==> src/rtl/msb_pkg.sv <==
// msb_pkg: width derivation helpers and the response flag bundle shared by
// multichannel_sample_buffer and msb_channel_history.
package msb_pkg;

  // Channel select width; at least one bit even for a single channel.
  function automatic int msb_chan_w(input int num_channels);
    return (num_channels <= 2) ? 1 : $clog2(num_channels);
  endfunction

  // Age index width; at least one bit.
  function automatic int msb_idx_w(input int depth);
    return (depth <= 2) ? 1 : $clog2(depth);
  endfunction

  // Running-sum width: wide enough for DEPTH full-scale samples.
  function automatic int msb_sum_w(input int sample_width, input int depth);
    return sample_width + $clog2(depth + 1);
  endfunction

  // Response status carried alongside the registered read data.
  typedef struct packed {
    logic valid;
    logic err;
  } msb_rsp_flags_t;

endpackage

==> src/rtl/msb_channel_history.sv <==
// msb_channel_history: one channel's sample history as a shift register
// (slot 0 = newest), a saturating fill counter and, when MSB_SUM_EN is
// defined, a running sum of the filled slots.
module msb_channel_history
  import msb_pkg::*;
#(
  parameter int SAMPLE_WIDTH = 8,
  parameter int DEPTH        = 10,
  localparam int IDX_W       = msb_idx_w(DEPTH)
) (
  input  logic                          clk,
  input  logic                          rst_n,
  input  logic                          wr_en,
  input  logic [SAMPLE_WIDTH-1:0]       wr_data,
  output logic [DEPTH*SAMPLE_WIDTH-1:0] slots,
`ifdef MSB_SUM_EN
  output logic [msb_sum_w(SAMPLE_WIDTH, DEPTH)-1:0] sum,
`endif
  output logic [IDX_W:0]                fill
);

  localparam logic [IDX_W:0] FULL = (IDX_W + 1)'(DEPTH);

  logic [SAMPLE_WIDTH-1:0] hist [DEPTH];

  // Shift in the new sample and count up until the history is full.
  always_ff @(posedge clk or negedge rst_n) begin
    if (!rst_n) begin
      for (int k = 0; k < DEPTH; k++) hist[k] <= '0;
      fill <= '0;
    end else if (wr_en) begin
      hist[0] <= wr_data;
      for (int k = 1; k < DEPTH; k++) hist[k] <= hist[k-1];
      if (fill != FULL) fill <= fill + 1'b1;
    end
  end

  for (genvar k = 0; k < DEPTH; k++) begin : g_slots
    assign slots[k*SAMPLE_WIDTH +: SAMPLE_WIDTH] = hist[k];
  end

`ifdef MSB_SUM_EN
  localparam int SUM_W = msb_sum_w(SAMPLE_WIDTH, DEPTH);

  // Only a full history actually loses its oldest sample on a write.
  logic [SAMPLE_WIDTH-1:0] evicted;
  assign evicted = (fill == FULL) ? hist[DEPTH-1] : '0;

  // Running sum tracks exactly the samples currently held.
  always_ff @(posedge clk or negedge rst_n) begin
    if (!rst_n) begin
      sum <= '0;
    end else if (wr_en) begin
      sum <= sum + SUM_W'(wr_data) - SUM_W'(evicted);
    end
  end
`endif

endmodule

==> src/rtl/multichannel_sample_buffer.sv <==
// multichannel_sample_buffer: per-channel history of the last DEPTH samples
// with registered random reads by (channel, age). Define MSB_SUM_EN to build
// a per-channel running sum reported on rd_sum; otherwise rd_sum is tied to 0.
//
// Read handshake: there is no ready. Every cycle with ena & rd_req is
// accepted, and exactly one cycle later rd_valid pulses high for one cycle
// with rd_data/rd_err/rd_fill/rd_sum describing the state before the request
// edge. Without a request rd_valid is low and the data fields hold.
module multichannel_sample_buffer
  import msb_pkg::*;
#(
  parameter int NUM_CHANNELS = 7,
  parameter int SAMPLE_WIDTH = 8,
  parameter int DEPTH        = 10,
  localparam int CHAN_W      = msb_chan_w(NUM_CHANNELS),
  localparam int IDX_W       = msb_idx_w(DEPTH),
  localparam int SUM_W       = msb_sum_w(SAMPLE_WIDTH, DEPTH)
) (
  input  logic                    clk,
  input  logic                    rst_n,
  input  logic                    ena,
  input  logic                    freeze,
  input  logic                    wr_valid,
  input  logic [CHAN_W-1:0]       wr_chan,
  input  logic [SAMPLE_WIDTH-1:0] wr_data,
  input  logic                    rd_req,
  input  logic [CHAN_W-1:0]       rd_chan,
  input  logic [IDX_W-1:0]        rd_idx,
  output logic                    rd_valid,
  output logic [SAMPLE_WIDTH-1:0] rd_data,
  output logic                    rd_err,
  output logic [IDX_W:0]          rd_fill,
  output logic [SUM_W-1:0]        rd_sum,
  output logic [7:0]              drop_cnt
);

  logic [DEPTH*SAMPLE_WIDTH-1:0] ch_slots [NUM_CHANNELS];
  logic [IDX_W:0]                ch_fill  [NUM_CHANNELS];
`ifdef MSB_SUM_EN
  logic [SUM_W-1:0]              ch_sum   [NUM_CHANNELS];
`endif
  logic [NUM_CHANNELS-1:0]       ch_wr_en;

  // Write decode: an out-of-range channel matches nothing and is ignored.
  always_comb begin
    ch_wr_en = '0;
    for (int c = 0; c < NUM_CHANNELS; c++) begin
      ch_wr_en[c] = ena & wr_valid & ~freeze & (wr_chan == CHAN_W'(c));
    end
  end

  for (genvar c = 0; c < NUM_CHANNELS; c++) begin : g_chan
    msb_channel_history #(
      .SAMPLE_WIDTH (SAMPLE_WIDTH),
      .DEPTH        (DEPTH)
    ) u_hist (
      .clk     (clk),
      .rst_n   (rst_n),
      .wr_en   (ch_wr_en[c]),
      .wr_data (wr_data),
      .slots   (ch_slots[c]),
`ifdef MSB_SUM_EN
      .sum     (ch_sum[c]),
`endif
      .fill    (ch_fill[c])
    );
  end

  logic [DEPTH*SAMPLE_WIDTH-1:0] sel_slots;
  logic [IDX_W:0]                sel_fill;
  logic [SAMPLE_WIDTH-1:0]       sel_data;
  logic                          chan_ok;
  logic                          err_next;
`ifdef MSB_SUM_EN
  logic [SUM_W-1:0]              sel_sum;
`endif

  // Read mux on pre-edge state; unmatched selects fall back to zero.
  always_comb begin
    sel_slots = '0;
    sel_fill  = '0;
`ifdef MSB_SUM_EN
    sel_sum   = '0;
`endif
    chan_ok   = ({1'b0, rd_chan} < (CHAN_W + 1)'(NUM_CHANNELS));
    for (int c = 0; c < NUM_CHANNELS; c++) begin
      if (rd_chan == CHAN_W'(c)) begin
        sel_slots = ch_slots[c];
        sel_fill  = ch_fill[c];
`ifdef MSB_SUM_EN
        sel_sum   = ch_sum[c];
`endif
      end
    end
    sel_data = '0;
    for (int k = 0; k < DEPTH; k++) begin
      if (rd_idx == IDX_W'(k)) sel_data = sel_slots[k*SAMPLE_WIDTH +: SAMPLE_WIDTH];
    end
    err_next = ~chan_ok
             | ({1'b0, rd_idx} >= (IDX_W + 1)'(DEPTH))
             | ({1'b0, rd_idx} >= sel_fill);
  end

  msb_rsp_flags_t rsp_q;
  assign rd_valid = rsp_q.valid;
  assign rd_err   = rsp_q.err;

  // Response registers: one-cycle valid pulse, fields hold between requests.
  always_ff @(posedge clk or negedge rst_n) begin
    if (!rst_n) begin
      rsp_q   <= '0;
      rd_data <= '0;
      rd_fill <= '0;
    end else if (ena & rd_req) begin
      rsp_q.valid <= 1'b1;
      rsp_q.err   <= err_next;
      rd_data     <= err_next ? '0 : sel_data;
      rd_fill     <= sel_fill;
    end else begin
      rsp_q.valid <= 1'b0;
    end
  end

`ifdef MSB_SUM_EN
  // Sum is reported with the same latency and hold behaviour as rd_data.
  always_ff @(posedge clk or negedge rst_n) begin
    if (!rst_n) begin
      rd_sum <= '0;
    end else if (ena & rd_req) begin
      rd_sum <= err_next ? '0 : sel_sum;
    end
  end
`else
  assign rd_sum = '0;
`endif

  // Count writes lost to freeze, saturating at 255.
  always_ff @(posedge clk or negedge rst_n) begin
    if (!rst_n) begin
      drop_cnt <= '0;
    end else if (ena & wr_valid & freeze & (drop_cnt != 8'hFF)) begin
      drop_cnt <= drop_cnt + 8'd1;
    end
  end

endmodule

==> config.mk <==
export PLATFORM = sky130hd
export DESIGN_NAME = multichannel_sample_buffer
export DESIGN_NICKNAME = d
export VERILOG_FILES = /design/src/rtl/msb_pkg.sv /design/src/rtl/msb_channel_history.sv /design/src/rtl/multichannel_sample_buffer.sv
export SDC_FILE = /design/constraint.sdc
export NUM_CORES = 1
export LEC_CHECK = 0
export CORE_MARGIN = 3
export CORE_UTILIZATION = 35
export CTS_CLUSTER_DIAMETER = 80
export CTS_CLUSTER_SIZE = 14
export DETAILED_ROUTE_END_ITERATION = 16
export PLACE_DENSITY_LB_ADDON = 0.05
export SYNTH_ARGS = -nofsm -noshare
export SYNTH_HDL_FRONTEND = slang
export SYNTH_SLANG_ARGS = --single-unit
==> constraint.sdc <==
create_clock -name clk -period 3 [get_ports clk]
set_input_delay 0.45 -clock clk [delete_from_list [all_inputs] [get_ports clk]]
set_output_delay 0.45 -clock clk [all_outputs]
set_load 0.02 [all_outputs]
== Word-level counts from Yosys, hierarchy flattened ==
Cells that the tools add are included.

* $add $sub $neg: 8
* $lt $le $gt $ge: 3
* Equality and inequality tests: 29
* Multiplexer cells: 26
* Bitwise gates (word level): 16
* Reduce and logical (&&, ||, !) cells: 10

{| class="wikitable"
|+ Operators by type and width
! kind !! count
|-
| $mux 80 || 7
|-
| $mux 8 || 11
|-
| $add 5x1->5 const B || 7
|-
| $mux 5 || 7
|-
| $ne 5x4->1 const B || 7
|-
| $eq 3x3->1 const B || 6
|-
| $eq 4x3->1 const B || 4
|-
| $reduce_and 2->1 || 7
|-
| $and 1x1->1 || 12
|-
| $eq 3x2->1 const B || 4
|-
| $add 8x1->8 const B || 1
|-
| $eq 4x2->1 const B || 2
|-
| $eq 4x4->1 const B || 2
|-
| $ne 8x8->1 const B || 1
|-
| $eq 3x1->1 const B || 2
|-
| $logic_not 3->1 || 2
|-
| $ge 4x5->1 || 1
|-
| $eq 4x1->1 const B || 1
|-
| $ge 4x4->1 const B || 1
|-
| $logic_not 4->1 || 1
|-
| $lt 3x3->1 const B || 1
|-
| $not 1->1 || 2
|-
| $or 1x1->1 || 2
|-
| $mux 1 || 1
|}

* Register bits: 618
* Output and inout bits: 35
* Word-level logic and storage cells: 174

== Longest topological paths before layout ==
* Depth in word-level cells: 19
* Gate-level depth with buffers: 17
* Gate-level depth less buffers: 11

== By module ==
Synthesis repeated with hierarchy kept, for this count alone.

* Cell total of the unflattened synthesis: 2,172
* Area total of the unflattened synthesis: 29,950.0 um2

{| class="wikitable"
|+ By module, submodules not included
! module !! times used !! cells an instance !! area an instance (um2)
|-
| msb_channel_history || 7 || 189 || 3,301.9
|-
| multichannel_sample_buffer || 1 || 849 || 6,836.6
|}

== Worst setup path before layout ==
OpenSTA, ideal clock, no wires.

* Kind: in2reg
* From: input port rd_chan[0]
* To: register rd_data[1]
* Setup time: 0.095 ns
* Arrival time: 2.994 ns
* Data required time: 2.905 ns
* Path slack: -0.090 ns
* Stages: 15
* Cell sequence: buf_6 -> buf_12 -> buf_12 -> buf_4 -> buf_2 -> mux4_2 -> a21oi_1 -> ha_1 -> nand2b_1 -> a211oi_1 -> o21bai_1 -> a21oi_2 -> buf_4 -> nand2_1 -> o31ai_1

{| class="wikitable"
|+ RTL lines
! what !! line !! text
|-
| from (decl) || multichannel_sample_buffer.sv:27 || <nowiki>input logic [CHAN_W-1:0] rd_chan,</nowiki>
|-
| $logic_not 3->1 || multichannel_sample_buffer.sv:87 || <nowiki>if (rd_chan == CHAN_W'(c)) begin</nowiki>
|-
| $mux 5 (6 in series) || multichannel_sample_buffer.sv:87 ||
|-
| $mux 5 * || multichannel_sample_buffer.sv:87 ||
|-
| net sel_fill[0] || multichannel_sample_buffer.sv:70 || <nowiki>logic [IDX_W:0] sel_fill;</nowiki>
|-
| $ge 4x5->1 * || multichannel_sample_buffer.sv:101 || <nowiki>| ({1'b0, rd_idx} >= sel_fill);</nowiki>
|-
| $or 1x1->1 * || multichannel_sample_buffer.sv:101 ||
|-
| $mux 8 * || multichannel_sample_buffer.sv:117 || <nowiki>rd_data <= err_next ? '0 : sel_data;</nowiki>
|-
| to (signal assigned) || multichannel_sample_buffer.sv:117 ||
|-
| to (decl) || multichannel_sample_buffer.sv:30 || <nowiki>output logic [SAMPLE_WIDTH-1:0] rd_data,</nowiki>
|}

The timed path passes the listed nets; every way through them passes the cells marked *.
A chain may end at the register's enable or synchronous reset.

== Final worst setup path ==
* From: register g_chan[0].u_hist.fill[0]
* To: register rd_data[7]

* Cells in the longest elaborated chain, start to end: 10

{| class="wikitable"
|+ RTL lines
! what !! line !! text
|-
| from (decl) || msb_channel_history.sv:19 || <nowiki>output logic [IDX_W:0] fill</nowiki>
|-
| from (signal assigned) || msb_channel_history.sv:34 || <nowiki>if (fill != FULL) fill <= fill + 1'b1;</nowiki>
|-
| $mux 5 (7 in series) || multichannel_sample_buffer.sv:87 ||
|-
| net sel_fill[0] || multichannel_sample_buffer.sv:70 ||
|-
| $ge 4x5->1 || multichannel_sample_buffer.sv:101 ||
|-
| $or 1x1->1 || multichannel_sample_buffer.sv:101 ||
|-
| $mux 8 || multichannel_sample_buffer.sv:117 ||
|}

The timed path passes the listed nets, and every way through them passes these cells.

==> results.cfg <==
[setup_path]
cp_slowest_cell = mux4_2
crit_chain = inv_1 > mux4_2 > a21oi_1 > ha_1 > nand2b_1 > a211oi_1 > o21bai_1 > a21oi_2 > buf_12 > o21ai_0 > o41ai_2
critPathLaunchType = flop
reg2reg_setup_slack_ns = 0.26
r2r_cells = 11
r2r_end = rd_data[7]$_DFFE_PN0P_
cp.buffers_inverters = 2
critical_path.top_delay_family = compound AO/OA/AOI/OAI gates
worst-setup-path-type = reg -> reg
rr_startpoint = g_chan[0].u_hist.fill[0]$_DFFE_PN0P_
worstPathArrival_ns = 3.26
crit_fanout = 10
worst_ep_required_time_ns = 3.52
end_kind = flop
slowest_delay_ns = 0.46

[synth]
yosysSeqAreaShare_pct = 53.0
netlist_area_mm2 = 0.0292
syn_inst = 2632
synth.distinct_cells = 83
yosys_warnings = 0
synth_edf_count = 0
synth_ff_type = dfrtp_1
async_flop_share_pct = 100
synth-seq-cells = 618
syn_avg_cell_area_um2 = 11.1

[place]
dp_slack_ns = -0.00265
place.gp.congestion = 0.817
dp_hpwl_mm = 65.4
io_buffers = 46

[timing]
max_freq_mhz = 365
fin_crit_sh_pct = 91.3
rsz0062_at_grt = false
drv_slew = 0
worst_slack_ns = 0.262
period_needed_ns = 2.74
finClkSkew_ns = 0.0149
relSlewSlack_pct = 47.2
finalSetupViolCount = 0
final-hold-violation-count = 0
finalSetupTns_ns = 0
worstMarginPinSlew_ns = 0.792

[drt]
vias = 20512
dr.pass1.iters = 7
drc = 0
final_antenna_net_count = 0
wl_mm = 95.0
drt_first_iter_violations = 1224
wl_per_cell_um = 24.9
viasPerCell = 5.38

[clocking]
clock_latency_ns = 0.62
cts_buffers = 52
clock_path_buffers = 3
cts_tree = done
h-tree-depth = 2
cts.sinks = 618
cts_setup_buffers = 0
cts_root_buffer = clkbuf_16
cts.clk_slew.worst_paths_ns = 0.07

[global_route]
antenna_found_initial = 1
grt_use_total_pct = 22.2
grt_pass1_wl_mm = 145
grt_pass1_vias = 21812
grt_overflow = 0
grt_start_max_net_pins = 81

[die]
rows = 105
die_area_mm2 = 0.0869
fp.coreArea_mm2 = 0.0824
die_h_um = 295
io_pins = 59
die_w_um = 295
start_util_pct = 35.4

[power]
p_leak_uw = 0.0162
power.density_mw_per_mm2 = 531
peakVddDrop_mv = 0.315

[outcome]
status = complete, no violations

[cells_and_area]
fin_nets = 2774
final_common_cell = nand2_1
final_cell_mix = nand2_1, dfrtp_1, mux2_2
diodes = 0
drive_above_1_share_pct = 24.8
fillers = 7918
syn_to_final_growth_pct = 14.7

[hold_path]
holdCritPathClass = in -> async

[run]
cap_viol_max_count = 0
[how the worst max path moves through the flow]
| stage | start | to | depth (start not counted) |
|---|---|---|---|
| floorplan | rd_chan[0] | rd_data[1]$_DFFE_PN0P_ | 17 |
| global placement | rd_idx[0] | rd_data[0]$_DFFE_PN0P_ | 6 |
| detailed placement | rd_chan[0] | rd_data[7]$_DFFE_PN0P_ | 11 |
| CTS | g_chan[0].u_hist.fill[0]$_DFFE_PN0P_ | rd_data[7]$_DFFE_PN0P_ | 11 |
| global route | g_chan[0].u_hist.fill[0]$_DFFE_PN0P_ | rd_data[0]$_DFFE_PN0P_ | 12 |
| finish | g_chan[0].u_hist.fill[0]$_DFFE_PN0P_ | rd_data[7]$_DFFE_PN0P_ | 11 |
[through the flow]
stage | utilization (%) | std cells | power [uW] | cell area (um^2) | hold WS (ns)
2_1_floorplan | - | 2643 | 10400 | 29200 | 0.154
3_3_place_gp | 38.9 | 3746 | 11400 | 32000 | 0.457
3_5_place_dp | 38.9 | 3746 | 11500 | 32000 | 0.461
4_1_cts | 40.6 | 3811 | 18000 | 33500 | 0.467
5_1_grt | 40.6 | 3811 | 18600 | 33500 | 0.482
6_report | 40.6 | 3811 | 17800 | 33500 | 0.433
[registers in the layout, indices dropped and copies added, names as in the netlist]
signal / flops
drop_cnt: 8
g_chan.u_hist.fill: 35
g_chan.u_hist.slots: 560
rd_data: 8
rd_err: 1
rd_fill: 5
rd_valid: 1
[cell families after synthesis]
group | after synthesis | synth area share [%]
simple gates | 987 | 14.0
flops | 618 | 53.0
mux | 477 | 20.3
compound gates | 297 | 7.10
buf+inv | 198 | 3.75
xor+xnor | 35 | 1.05
fa+ha+maj | 19 | 0.815
other cells | 1 | 0.0128
[repair_timing]
item / CTS / global route
resized for setup: 0 / 0
endpoints found under the hold margin: 54 / 0
hold buffers: 1 / 0
[power by group]
| part | switching [uW] | internal [uW] | total [uW] |
|---|---|---|---|
| sequential | 466 | 8770 | 9240 |
| combinational | 1160 | 886 | 2040 |
| clock | 3160 | 3340 | 6510 |
[cell usage after synthesis, types with 4 or more instances]
cell type	n	area, um^2
nand2_1	786	2950
dfrtp_1	618	15500
mux2_2	360	4050
nor2_1	86	323
clkbuf_1	73	274
a21oi_1	62	310
buf_2	61	305
mux2i_1	60	601
mux4_2	55	1240
o21ai_0	54	270
xnor2_1	33	289
a221oi_1	25	219
buf_4	25	188
nand4_1	23	144
ha_1	19	238
o22ai_1	18	113
nand2b_1	17	106
buf_6	16	180
a211oi_1	14	105
a221o_1	14	140
a22oi_1	13	97.6
o211ai_1	13	97.6
nor3_1	12	60.1
inv_1	11	41.3
o221ai_1	11	96.3
o2bb2ai_1	10	87.6
nor2b_1	9	56.3
a2bb2oi_1	8	70.1
a31oi_1	7	43.8
nand3_1	7	35.0
a32oi_1	6	52.6
nor4bb_1	6	60.1
a211o_1	5	43.8
o31ai_1	5	37.5
and2_1	4	25.0
and3_1	4	25.0
buf_1	4	15.0
nand4bb_1	4	45.0
o31a_1	4	35.0
or2_2	4	25.0
[metal layers]
metal | GRT usage [%] | part of all wire [%] | up-vias
met2 | 37.9 | 49 | 345
met5 | 0 | 0.0084 | -
met3 | 2.25 | 2.9 | 122
met4 | 5.78 | 2.5 | 2
met1 | 30.4 | 45 | 10769
li1 | - | - | 9274
[layout make-up]
type	count	area [um^2]	area share (%)
inverters	15	56.3	0.168
well taps	1070	1340	4.00
multi-input cells	1827	12700	38.1
clock buffers	56	1350	4.03
repair buffers	217	2420	7.22
flip-flops and latches	618	15500	46.2
clock inverters	8	101	0.303
Power figures use the tool's default switching activity.
